## config.mk

```make
export PLATFORM = sky130hd
export DESIGN_NAME = data_pace
export DESIGN_NICKNAME = d
export VERILOG_FILES = /design/src/rtl/data_pace.sv
export SDC_FILE = /design/constraint.sdc
export NUM_CORES = 1
export LEC_CHECK = 0
export ABC_AREA = 1
export BUFFER_PORTS_ARGS = -buffer_cell sky130_fd_sc_hd__buf_2
export CORE_ASPECT_RATIO = 1.2
export CORE_MARGIN = 8
export CORE_UTILIZATION = 60
export DETAILED_ROUTE_END_ITERATION = 10
export GPL_TIMING_DRIVEN = 0
export PLACE_DENSITY = 0.93
export SLEW_MARGIN = 25
export SYNTH_ARGS = -nofsm -noshare
export SYNTH_HDL_FRONTEND = slang
export SYNTH_SLANG_ARGS = --single-unit
export TNS_END_PERCENT = 30
```

## constraint.sdc

```tcl
create_clock -name clk -period 4.6 [get_ports clk]
set_clock_uncertainty 0.1 [all_clocks]
set_input_delay 0.46 -clock clk [delete_from_list [all_inputs] [get_ports clk]]
set_output_delay 0.46 -clock clk [all_outputs]
set_load 0.02 [all_outputs]
```

## src/rtl/data_pace.sv

```systemverilog
// Rate-paced FIFO between a selectable word source (Fibonacci or Timer) and a display consumer.
// A programmable tick pops one word per period; a source switch flushes the queue.
module data_pace #(
  parameter int unsigned TICK_BASE = 100000,
  parameter int unsigned DEPTH     = 4
) (
  input  logic        clk,
  input  logic        rst,
  input  logic [2:0]  prog,
  input  logic [1:0]  modulo,
  input  logic [15:0] fib_data,
  input  logic        fib_valid,
  output logic        fib_ready,
  input  logic [15:0] timer_data,
  input  logic        timer_valid,
  output logic        timer_ready,
  output logic [15:0] data_2,
  output logic        tick,
  output logic [4:0]  level,
  output logic        starve
);

  localparam int unsigned AW = (DEPTH > 1) ? $clog2(DEPTH) : 1;

  logic [2:0]    prog_q;
  logic [1:0]    mod_q;
  logic [31:0]   cnt_q;
  logic [AW-1:0] wr_ptr_q;
  logic [AW-1:0] rd_ptr_q;
  logic [4:0]    level_q;
  logic [15:0]   data_q;
  logic          starve_q;
  logic [15:0]   mem_q [DEPTH];

  logic [31:0] last_cnt;
  logic        restart;
  logic        flushing;
  logic        full;
  logic        empty;
  logic        push;
  logic        pop;
  logic [15:0] push_data;

  always_comb begin
    last_cnt    = (32'(TICK_BASE) << prog_q) - 32'd1;
    restart     = (prog != prog_q);
    flushing    = (modulo != mod_q);
    full        = (level_q == 5'(DEPTH));
    empty       = (level_q == 5'd0);
    tick        = !rst && !restart && (cnt_q == last_cnt);
    fib_ready   = !rst && !full && !flushing && (modulo == 2'd0);
    timer_ready = !rst && !full && !flushing && (modulo == 2'd1);
    push_data   = (modulo == 2'd0) ? fib_data : timer_data;
    push        = (fib_ready && fib_valid) || (timer_ready && timer_valid);
    // An empty FIFO never pops, even when a push lands in the same cycle.
    pop         = tick && !empty && !flushing;
  end

  always_ff @(posedge clk) begin
    if (rst) begin
      prog_q   <= prog;
      mod_q    <= modulo;
      cnt_q    <= '0;
      wr_ptr_q <= '0;
      rd_ptr_q <= '0;
      level_q  <= '0;
      data_q   <= '0;
      starve_q <= 1'b0;
    end else begin
      prog_q   <= prog;
      mod_q    <= modulo;
      cnt_q    <= (restart || (cnt_q == last_cnt)) ? 32'd0 : cnt_q + 32'd1;
      starve_q <= tick && empty;
      if (flushing) begin
        wr_ptr_q <= '0;
        rd_ptr_q <= '0;
        level_q  <= '0;
      end else begin
        if (push) begin
          wr_ptr_q <= wr_ptr_q + AW'(1);
        end
        if (pop) begin
          data_q   <= mem_q[rd_ptr_q];
          rd_ptr_q <= rd_ptr_q + AW'(1);
        end
        unique case ({push, pop})
          2'b10:   level_q <= level_q + 5'd1;
          2'b01:   level_q <= level_q - 5'd1;
          default: level_q <= level_q;
        endcase
      end
    end
  end

  // Storage needs no reset; push is already suppressed during reset and flush.
  always_ff @(posedge clk) begin
    if (push) begin
      mem_q[wr_ptr_q] <= push_data;
    end
  end

  assign data_2 = data_q;
  assign level  = level_q;
  assign starve = starve_q;

endmodule

```

# Word-level counts from Yosys, hierarchy flattened
# Memories as Yosys holds them, arrays and structs flattened. A register that Yosys moved wholly into a read port is not among the register bits.
# Cells that the tools add are included.
# W data, S select, Z words.
[word_totals]
word_cells = 51
ramBits = 64
mem_count = 1
ff_bits = 47
in_bits = 41
out_inout_bits = 25
[mem_list]
columns = ["memory", "words", "word_bits", "rd", "rd_clocked_by_memory_dff", "wr", "line_no", "text"]
rows = [
  ["mem_q", 4, 16, 1, 1, 1, "33", "logic [15:0] mem_q [DEPTH];"],
]
[op_classes]
n_shift = 1
bitwise_logic = 1
muxes = 4
reduce_logical = 24
addsub = 6
eq_ne = 7
[ops]
columns = ["op", "n"]
rows = [
  ["$add A32 B1 Y32 const B", 1],
  ["$eq A32 B32 Y1", 1],
  ["$shl A17 B3 Y32 const A", 1],
  ["$sub A32 B1 Y32 const B", 1],
  ["$mux W16", 1],
  ["$logic_and A1 B1 Y1", 11],
  ["$pmux W5 S2", 1],
  ["$add A5 B1 Y5 const B", 1],
  ["$eq A5 B3 Y1 const B", 1],
  ["$logic_not A1 Y1", 5],
  ["$logic_not A5 Y1", 1],
  ["$sub A5 B1 Y5 const B", 1],
  ["$add A2 B1 Y2 const B", 2],
  ["$eq A2 B1 Y1 const B", 2],
  ["$reduce_or A2 Y1", 2],
  ["$ne A3 B3 Y1", 1],
  ["$eq A2 B2 Y1 const B", 1],
  ["$logic_not A2 Y1", 1],
  ["$logic_or A1 B1 Y1", 2],
  ["$mux W1", 2],
  ["$ne A2 B2 Y1", 1],
  ["$reduce_and A2 Y1", 1],
  ["$reduce_bool A2 Y1", 1],
  ["$not A1 Y1", 1],
]

# Longest topological paths before layout
# Gate-level depths: netlist of the first run.
[depth]
ltp_word = 9
depth_mapped = 28
depth_no_buf = 27

# Least setup slack after synthesis of the first run
# No wires, ideal clock.
[synth_timing]
path_type = "register to register"
from = "reg prog_q[0]"
to = "reg level_q[4] (netlist: level[4])"
setup_time_ns = 0.132
required_time_ns = 4.368
arrival_ns = 3.886
period_less_slack_ns = 4.119
path_stages_with_launch = 24
setup_slack_ns = 0.481
path_buffers = 1
path_cell_list = "dfxtp_1 > inv_1 > ha_1 > o21ai_4 > nand3_1 > nor2_2 > nand2_1 > xor2_1 > nand2_1 > nor2_1 > nand2_1 > nor3_4 > nand2_4 > buf_6 > inv_1 > ha_1 > ha_1 > a21o_1 > a31oi_1 > inv_1 > o21ai_0 > a21oi_1 > o2111ai_1 > a21oi_1"
[synth_between]
elab_chain_len = 8
word_cells_on_any_way = 13
cone_classes = "add/sub (1); eq/ne (4); shift (1); mux (1); reduce/logical (6)"
[synth_lines]
columns = ["element", "line_no", "text"]
rows = [
  ["start, declared", "25", "logic [2:0] prog_q;"],
  ["start signal, assigned", "61", "prog_q <= prog;"],
  ["start signal, assigned", "70", "prog_q <= prog;"],
  ["$shl A17 B3 Y32 / $ne A3 B3 Y1 (equally long branches)", "45, 46", ""],
  ["$sub A32 B1 Y32 / $logic_not A1 Y1 (equally long branches)", "45, 50", ""],
  ["$eq A32 B32 Y1 / $logic_and A1 B1 Y1 (equally long branches)", "50", "tick = !rst && !restart && (cnt_q == last_cnt);"],
  ["$logic_and A1 B1 Y1 (*)", "50", ""],
  ["named net tick", "18", "output logic tick,"],
  ["$logic_and A1 B1 Y1 (*) (2 in series)", "56", "pop = tick && !empty && !flushing;"],
  ["named net pop", "41", "logic pop;"],
  ["$eq A2 B1 Y1 / $eq A2 B2 Y1 (equally long branches)", "86", "unique case ({push, pop})"],
  ["$pmux W5 S2 / $reduce_bool A2 Y1 (equally long branches)", "-", ""],
  ["end signal, assigned", "87", "2'b10: level_q <= level_q + 5'd1;"],
  ["end signal, assigned", "88", "2'b01: level_q <= level_q - 5'd1;"],
  ["end signal, assigned", "89", "default: level_q <= level_q;"],
  ["end, declared", "30", "logic [4:0] level_q;"],
]
# Mark *: on every way through the listed nets, which the timed path passes. The rest lies on a longest branch.
# A chain may end at the register's enable or synchronous reset.

# Worst setup path after layout of the first run
[layout_timing]
from = "reg prog_q[0]"
to = "reg level_q[4] (netlist: level[4])"
[layout_between]
elab_chain_len = 8
word_cells_on_any_way = 13
cone_classes = "add/sub (1); eq/ne (4); shift (1); mux (1); reduce/logical (6)"
[layout_lines]
columns = ["element", "line_no"]
rows = [
  ["$shl A17 B3 Y32 / $ne A3 B3 Y1 (equally long branches)", "45, 46"],
  ["$sub A32 B1 Y32 / $logic_not A1 Y1 (equally long branches)", "45, 50"],
  ["$eq A32 B32 Y1 / $logic_and A1 B1 Y1 (equally long branches)", "50"],
  ["$logic_and A1 B1 Y1 (*)", "50"],
  ["$logic_and A1 B1 Y1 (*) (2 in series)", "56"],
  ["named net pop", "41"],
  ["$eq A2 B1 Y1 / $eq A2 B2 Y1 (equally long branches)", "86"],
  ["$pmux W5 S2 / $reduce_bool A2 Y1 (equally long branches)", "-"],
]
# Marked as above.

==> flow_summary.ini, run 1 <==
[run_status]
status = completed

[timing]
drv_slew = 0
timing.max_slew.rel_slack_pct = 53.1
unrepaired_setup_endpoints_after_global_routing = false
timing_worst_slew_pin_value_ns = 0.701
setup_viol = 0
hold_viol_final = 0
setup_tns_final_ns = 0
minimum_clock_period_ns = 4.28
final.period_utilization_pct = 93.1
max_freq_mhz = 234

[synthesis]
synth_top_cells_by_count = nand2_1, nor2_1, inv_1, edfxtp_1, dfxtp_1
synth.largest_area_cell = edfxtp_1
unique_cell_type_count_in_the_yosys_netlist = 47
yosys-top-cells-area = edfxtp_1, dfxtp_1, nand2_1
synth.cell_area_um2 = 6730
async_reset_ff_share_pct = 0
yosys.area.top_type_share_pct = 28.6
dominant_cell_by_count_in_the_synthesized_netlist = nand2_1
ys.warnings.count = 0
yosys_register_bits = 127
syn_avg_cell_area_um2 = 8.45
synth_edf_count = 64
count_of_mapped_cells_out_of_synthesis = 797
dominantRegCellSynth = edfxtp_1
synth-seq-area-share_pct = 47.3
synth.net_count = 859

[global_route]
grt_overflow_total = 0
grt_total_usage_pct = 23.1
number_of_global_route_vias_before_repair = 5767
grt_start_max_net_pins = 17
grt_antenna_before_repair = 0
wire_length_of_the_first_global_routing_pass_um = 27400

[drt]
vias_per_cell = 5.73
route.detailed.wl_per_inst_um = 16.6
drt-initial-drc-count = 433
routed_wirelength_um = 17100
drcViolationCount = 0
vias = 5906
antenna_left = 0
detailedRoute.firstPassIterationCount = 5

[layout]
drive_above_1_share_pct = 19.0
syn_to_final_growth_pct = 18.2
layout.cell_area.non_filler_um2 = 7960
num_antenna_cells = 0
design.final.nets = 948
num-fill-cells = 706

[floorplanning]
row_count = 42
effective_utilization_at_floorplan_pct = 61.3
die_area_um2 = 14900
core_area_um2 = 11000
design.portCount = 66
die_height_um = 132
fp.dieW_um = 113

[clock_network]
worst_setup_hold_path_clk_slew_ns = 0.06
clock_tree.root_cell = clkbuf_16
maximum_count_of_clock_buffers_along_a_single_path = 2
clk-insertion-delay-late_ns = 0.42
tritoncts = yes
cts.htree.levels = 4
cts.hold.buffers_added = 0
cts_sinks = 127
cts-buffers-inserted = 17

[placement]
finalWeightedCongestion = 0.933
place_hpwl_um = 11700
placement.io_buffers = 65
placed_area_um2 = 7280

[flow_run]
max-cap-violations = 0

[power_and_ir_drop]
vdd_drop_max_v = 0.000389
leakagePower_nw = 3.37
power.density_cell_area_nw_per_um2 = 355

[critical_path]
critical_path.reg2reg.endpoint = level[4]$_SDFFE_PP0P_
crit_path_top_delay_cell = dfxtp_4
worst-r2r-setup-slack_ns = 0.32
critPathMaxStageDelay_ns = 0.39
r2r_cells = 27
worst_setup_path_end_kind = register
start_kind = register
rr_startpoint = prog_q[0]$_DFF_P_
critPathArrivalTime_ns = 4.47
critPathRequiredTime_ns = 4.79
worst_setup_path_type = reg -> reg
timing.critical_path.fanout_max = 10

[min_path]
holdCritPathClass = in -> reg
hold_end = prog_q[0]$_DFF_P_
hold_path_depth = 1
timing.hold.worst.start = prog[0]
timing repair:
item / CTS / global route
pin swaps: 0 / 1
setup buffers: 0 / 1
cloned: 0 / 0
endpoints found under the setup margin: 1 / 2
resized for setup: 3 / 9
metrics by stage:
stage	power, W	utilization, %	worst slack, ns	hold slack (ns)	std cells
floorplan	0.00137	-	0.481	0.318	797
global placement	0.00142	65.8	-0.0421	0.332	994
detailed placement	0.00143	66.3	-0.135	0.337	998
CTS	0.00282	72.1	0.0110	0.0671	1030
global route	0.00289	72.5	0.0121	0.0648	1031
finish	0.00282	72.5	0.318	0.0732	1031
worst max-delay path: cells and delay by family (launching register included):
family,cells,cell delay (ns)
and+or+nand+nor,13,1.46
buffers and inverters,4,0.45
AOI/OAI and AO/OA,6,0.76
adders and majority gates,4,0.98
DFF,1,0.39
cells by family after synthesis:
group           after synthesis  share of synthesized area [%]
compound gates              108                           8.94
xor+xnor                     30                           3.90
fa+ha+maj                    21                           4.01
buf+inv                     125                           7.58
flops                       127                           47.3
mux                          16                           2.68
simple gates                370                           25.6
sequential cells by signal, indices dropped and copies added, names as in the netlist:
signal / cells
wr_ptr_q: 2
prog_q: 3
rd_ptr_q: 2
data_2: 16
starve: 1
cnt_q: 32
mod_q: 2
mem_q: 64
level: 5
per-layer routing:
metal | track usage (%) | share of wire (%) | up-vias
met1 | 23.1 | 36 | 2730
met3 | 5.91 | 7.1 | 68
met2 | 43.0 | 53 | 305
li1 | - | - | 2803
met5 | 0 | 0 | -
met4 | 11.4 | 3.9 | 0
final cells by class:
cell class                      count  area, um^2  area share (%)
Sequential cell                   127        3190            40.1
Clock inverter                     13         190            2.39
Inverter                          105         397            4.98
Timing Repair Buffer               70         382            4.80
Buffer                             20         116            1.46
Multi-Input combinational cell    545        3080            38.6
Tap cell                          132         165            2.08
Clock buffer                       19         443            5.57
worst max-delay path by stage:
stage / start / endpoint / cells past startpoint
2_1_floorplan: prog_q[0]$_DFF_P_ / level[4]$_SDFFE_PP0P_ / 23
3_3_place_gp: prog_q[0]$_DFF_P_ / level[4]$_SDFFE_PP0P_ / 27
3_5_place_dp: prog_q[0]$_DFF_P_ / level[4]$_SDFFE_PP0P_ / 27
4_1_cts: prog_q[1]$_DFF_P_ / level[4]$_SDFFE_PP0P_ / 27
5_1_grt: prog_q[0]$_DFF_P_ / level[4]$_SDFFE_PP0P_ / 27
6_report: prog_q[0]$_DFF_P_ / level[4]$_SDFFE_PP0P_ / 27
power breakdown:
part	total [W]	switching (W)	internal, W
clock	0.00141	0.000489	0.000923
sequential	0.00120	0.00000605	0.00120
combinational	0.000206	0.000130	0.0000765
total	0.00282	0.000625	0.00220
cells in the final DEF, fill, tap and decap left out, types with 3 or more instances in the layout:
cell / instances
nor4_1: 5
a21oi_1: 19
a211oi_1: 3
dfxtp_1: 60
xor2_1: 21
nand3_2: 3
nand2_2: 3
bufinv_16: 4
buf_2: 68
nor3_1: 14
buf_6: 8
nand3b_1: 4
inv_1: 97
or2_2: 3
nand2_1: 139
nand4_1: 10
nor2_2: 9
nand3_1: 37
clkbuf_1: 11
o21ai_1: 20
ha_1: 18
clkbuf_16: 17
nor2_1: 121
nor3b_1: 6
o22ai_1: 16
mux2_2: 16
clkinv_4: 6
inv_2: 6
o21ai_0: 39
nand2_4: 6
xnor2_1: 9
a31oi_1: 4
edfxtp_1: 64
Power figures use the tool's default switching activity.
==> inputs of run 2 (changes only) <==
Settings changed: CELL_PAD_IN_SITES_DETAIL_PLACEMENT from default to 0, CELL_PAD_IN_SITES_GLOBAL_PLACEMENT from default to 2, CORE_UTILIZATION 60 to 36, PLACE_DENSITY 0.93 to 0.92.
==> run 2 against run 1 <==
Effect of this change:
- count of clock-buffer cells in the layout is 2 lower
- sequential power hardly changed
- die area is 57% higher
- critical endpoint unchanged
- flip-flop and latch count stayed put
==> flow_summary.ini, run 2 (synthesis gave the netlist of run 1 again) <==
[run_status]
status = completed

[critical_path]
rr_startpoint = prog_q[0]$_DFF_P_
cp-startpoint = prog_q[0]$_DFF_P_
worst_setup_path_type = reg -> reg
r2r_cells = 27
critPathArrivalTime_ns = 4.41
worst_setup_path_end_kind = register
critPathRequiredTime_ns = 4.80
critical_path.reg2reg.endpoint = level[4]$_SDFFE_PP0P_
timing.critical_path.fanout_max = 10
start_kind = register
worst-r2r-setup-slack_ns = 0.40

[power_and_ir_drop]
sw_frac_of_total_pct = 27.3
vdd_drop_max_v = 0.000253
p_clk_share_pct = 49.1
p_sw_w = 0.000756
p_int_w = 0.00201
p_comb_share_pct = 7.5
totalPowerFinal_w = 0.00277
power.density_cell_area_nw_per_um2 = 343
power_frac_seq_pct = 43.4
leakagePower_nw = 3.37

[clock_network]
cts-buffers-inserted = 17
cts.htree.levels = 4
cts.hold.buffers_added = 0
maximum_count_of_clock_buffers_along_a_single_path = 2
clock_tree.root_cell = clkbuf_16
cts_sinks = 127
worst_setup_hold_path_clk_slew_ns = 0.07
clk-insertion-delay-late_ns = 0.43
tritoncts = yes

[layout]
layout.cells.most_common = nand2_1
design.final.nets = 950
layout_common_cells = nand2_1, nor2_1, inv_1
drive_above_1_share_pct = 19.6
num_antenna_cells = 0
syn_to_final_growth_pct = 19.9
num-fill-cells = 1860
max_flop_register = mem_q
largest_reg_flops = 64

[flow_run]
max-cap-violations = 0

[global_route]
grt_antenna_before_repair = 0
grt_overflow_total = 0
wire_length_of_the_first_global_routing_pass_um = 27300
grt_start_max_net_pins = 18
number_of_global_route_vias_before_repair = 5352
grt_total_usage_pct = 14.7

[placement]
finalWeightedCongestion = 0.800
place_hpwl_um = 12500
placement.io_buffers = 65

[timing]
timing.max_slew.rel_slack_pct = 53.7
setup_viol = 0
final.period_utilization_pct = 91.3
minimum_clock_period_ns = 4.20
hold_viol_final = 0
timing_worst_slew_pin_value_ns = 0.685
unrepaired_setup_endpoints_after_global_routing = false
max_freq_mhz = 238
drv_slew = 0
setup_tns_final_ns = 0

[min_path]
timing.hold.worst.start = prog[2]
hold_path_depth = 1
hold_end = prog_q[2]$_DFF_P_
holdCritPathClass = in -> reg

[drt]
drcViolationCount = 0
route.detailed.wl_per_inst_um = 14.7
antenna_left = 0
detailedRoute.firstPassIterationCount = 4
routed_wirelength_um = 16500
drt-initial-drc-count = 251
vias_per_cell = 4.72
vias = 5327

[floorplanning]
core_area_um2 = 18600
design.portCount = 66
fp.dieW_um = 141
die_area_um2 = 23300
die_height_um = 166
effective_utilization_at_floorplan_pct = 36.2
row_count = 55
-- run 2: cell count changes in the layout (fill, tap and decap cells not counted), sizes merged --
cell | before | now
buf | 80 | 82
clkinvlp | 1 | 0
inv | 104 | 112
bufinv | 4 | 0
clkbuf | 29 | 27
clkinv | 9 | 8
-- run 2: worst max path at each step --
stage	endpoint	slack, ns	cells after the start
2_1_floorplan	level[4]$_SDFFE_PP0P_	0.48	23
3_3_place_gp	level[4]$_SDFFE_PP0P_	-0.30	23
3_5_place_dp	level[4]$_SDFFE_PP0P_	-0.27	23
4_1_cts	level[4]$_SDFFE_PP0P_	0.004	27
5_1_grt	level[4]$_SDFFE_PP0P_	0.003	27
6_report	level[4]$_SDFFE_PP0P_	0.40	27
-- run 2: what timing repair did --
action,4_1_cts,5_1_grt
setup endpoints to repair,2,2
resized for setup,5,9
buffers inserted,3,0
hold endpoints to repair,0,0
pin swaps,2,1
cloned,0,0
-- run 2: worst max-delay path, stage by stage (launching register included) --
cell       delay (ns)
dfxtp_4          0.39
inv_2            0.13
ha_4             0.20
nand2_2          0.11
ha_1             0.33
nand2_1          0.07
nand2_1          0.04
nor2_1           0.09
nand2_1          0.07
nor2_1           0.09
nand3_1          0.10
nor2_1           0.14
nand3_1          0.10
nor2_1           0.12
nand2_2          0.11
nor3_4           0.18
nand2_4          0.13
buf_6            0.17
inv_1            0.06
ha_2             0.24
ha_1             0.28
a21o_1           0.16
a31oi_1          0.15
inv_1            0.07
o21ai_0          0.14
a21oi_1          0.07
o2111ai_1        0.18
a21oi_1          0.05
-- run 2: per-layer routing --
layer / GRT usage [%] / routed length, um / part of all wire, %
met3: 2.96 / 451 / 2.7
met5: 0 / 0 / 0
met4: 5.48 / 299 / 1.8
met1: 16.5 / 7020 / 42
met2: 26.8 / 8770 / 53
-- run 2: power by group through the flow --
stage	Clock (W)	Combinational (W)	Sequential, W
after detailed placement	0	0.000204	0.00123
final	0.00136	0.000207	0.00120
after CTS	0.00139	0.000208	0.00120
after global routing	0.00144	0.000233	0.00120
after global placement	0	0.000202	0.00123
after floorplan	0	0.000144	0.00123
-- run 2: cell type report --
type                            count  area [um^2]  area share, %
Timing Repair Buffer               72          393           4.87
Clock inverter                     15          191           2.37
Buffer                             20          116           1.44
Multi-Input combinational cell    545         3080           38.1
Sequential cell                   127         3190           39.5
Inverter                          105          397           4.91
Clock buffer                       17          425           5.27
Tap cell                          228          285           3.53
-- run 2: stage by stage --
stage / hold slack [ns] / util [%] / area [um^2] / setup WS, ns / cells
detailed placement: 0.348 / 39.8 / 7400 / -0.271 / 1094
global placement: 0.330 / 39.5 / 7340 / -0.304 / 1090
CTS: 0.0423 / 43.4 / 8060 / 0.00353 / 1129
global route: 0.0507 / 43.4 / 8070 / 0.00323 / 1129
finish: 0.0588 / 43.4 / 8070 / 0.399 / 1129
floorplan: 0.318 / - / 6730 / 0.481 / 797
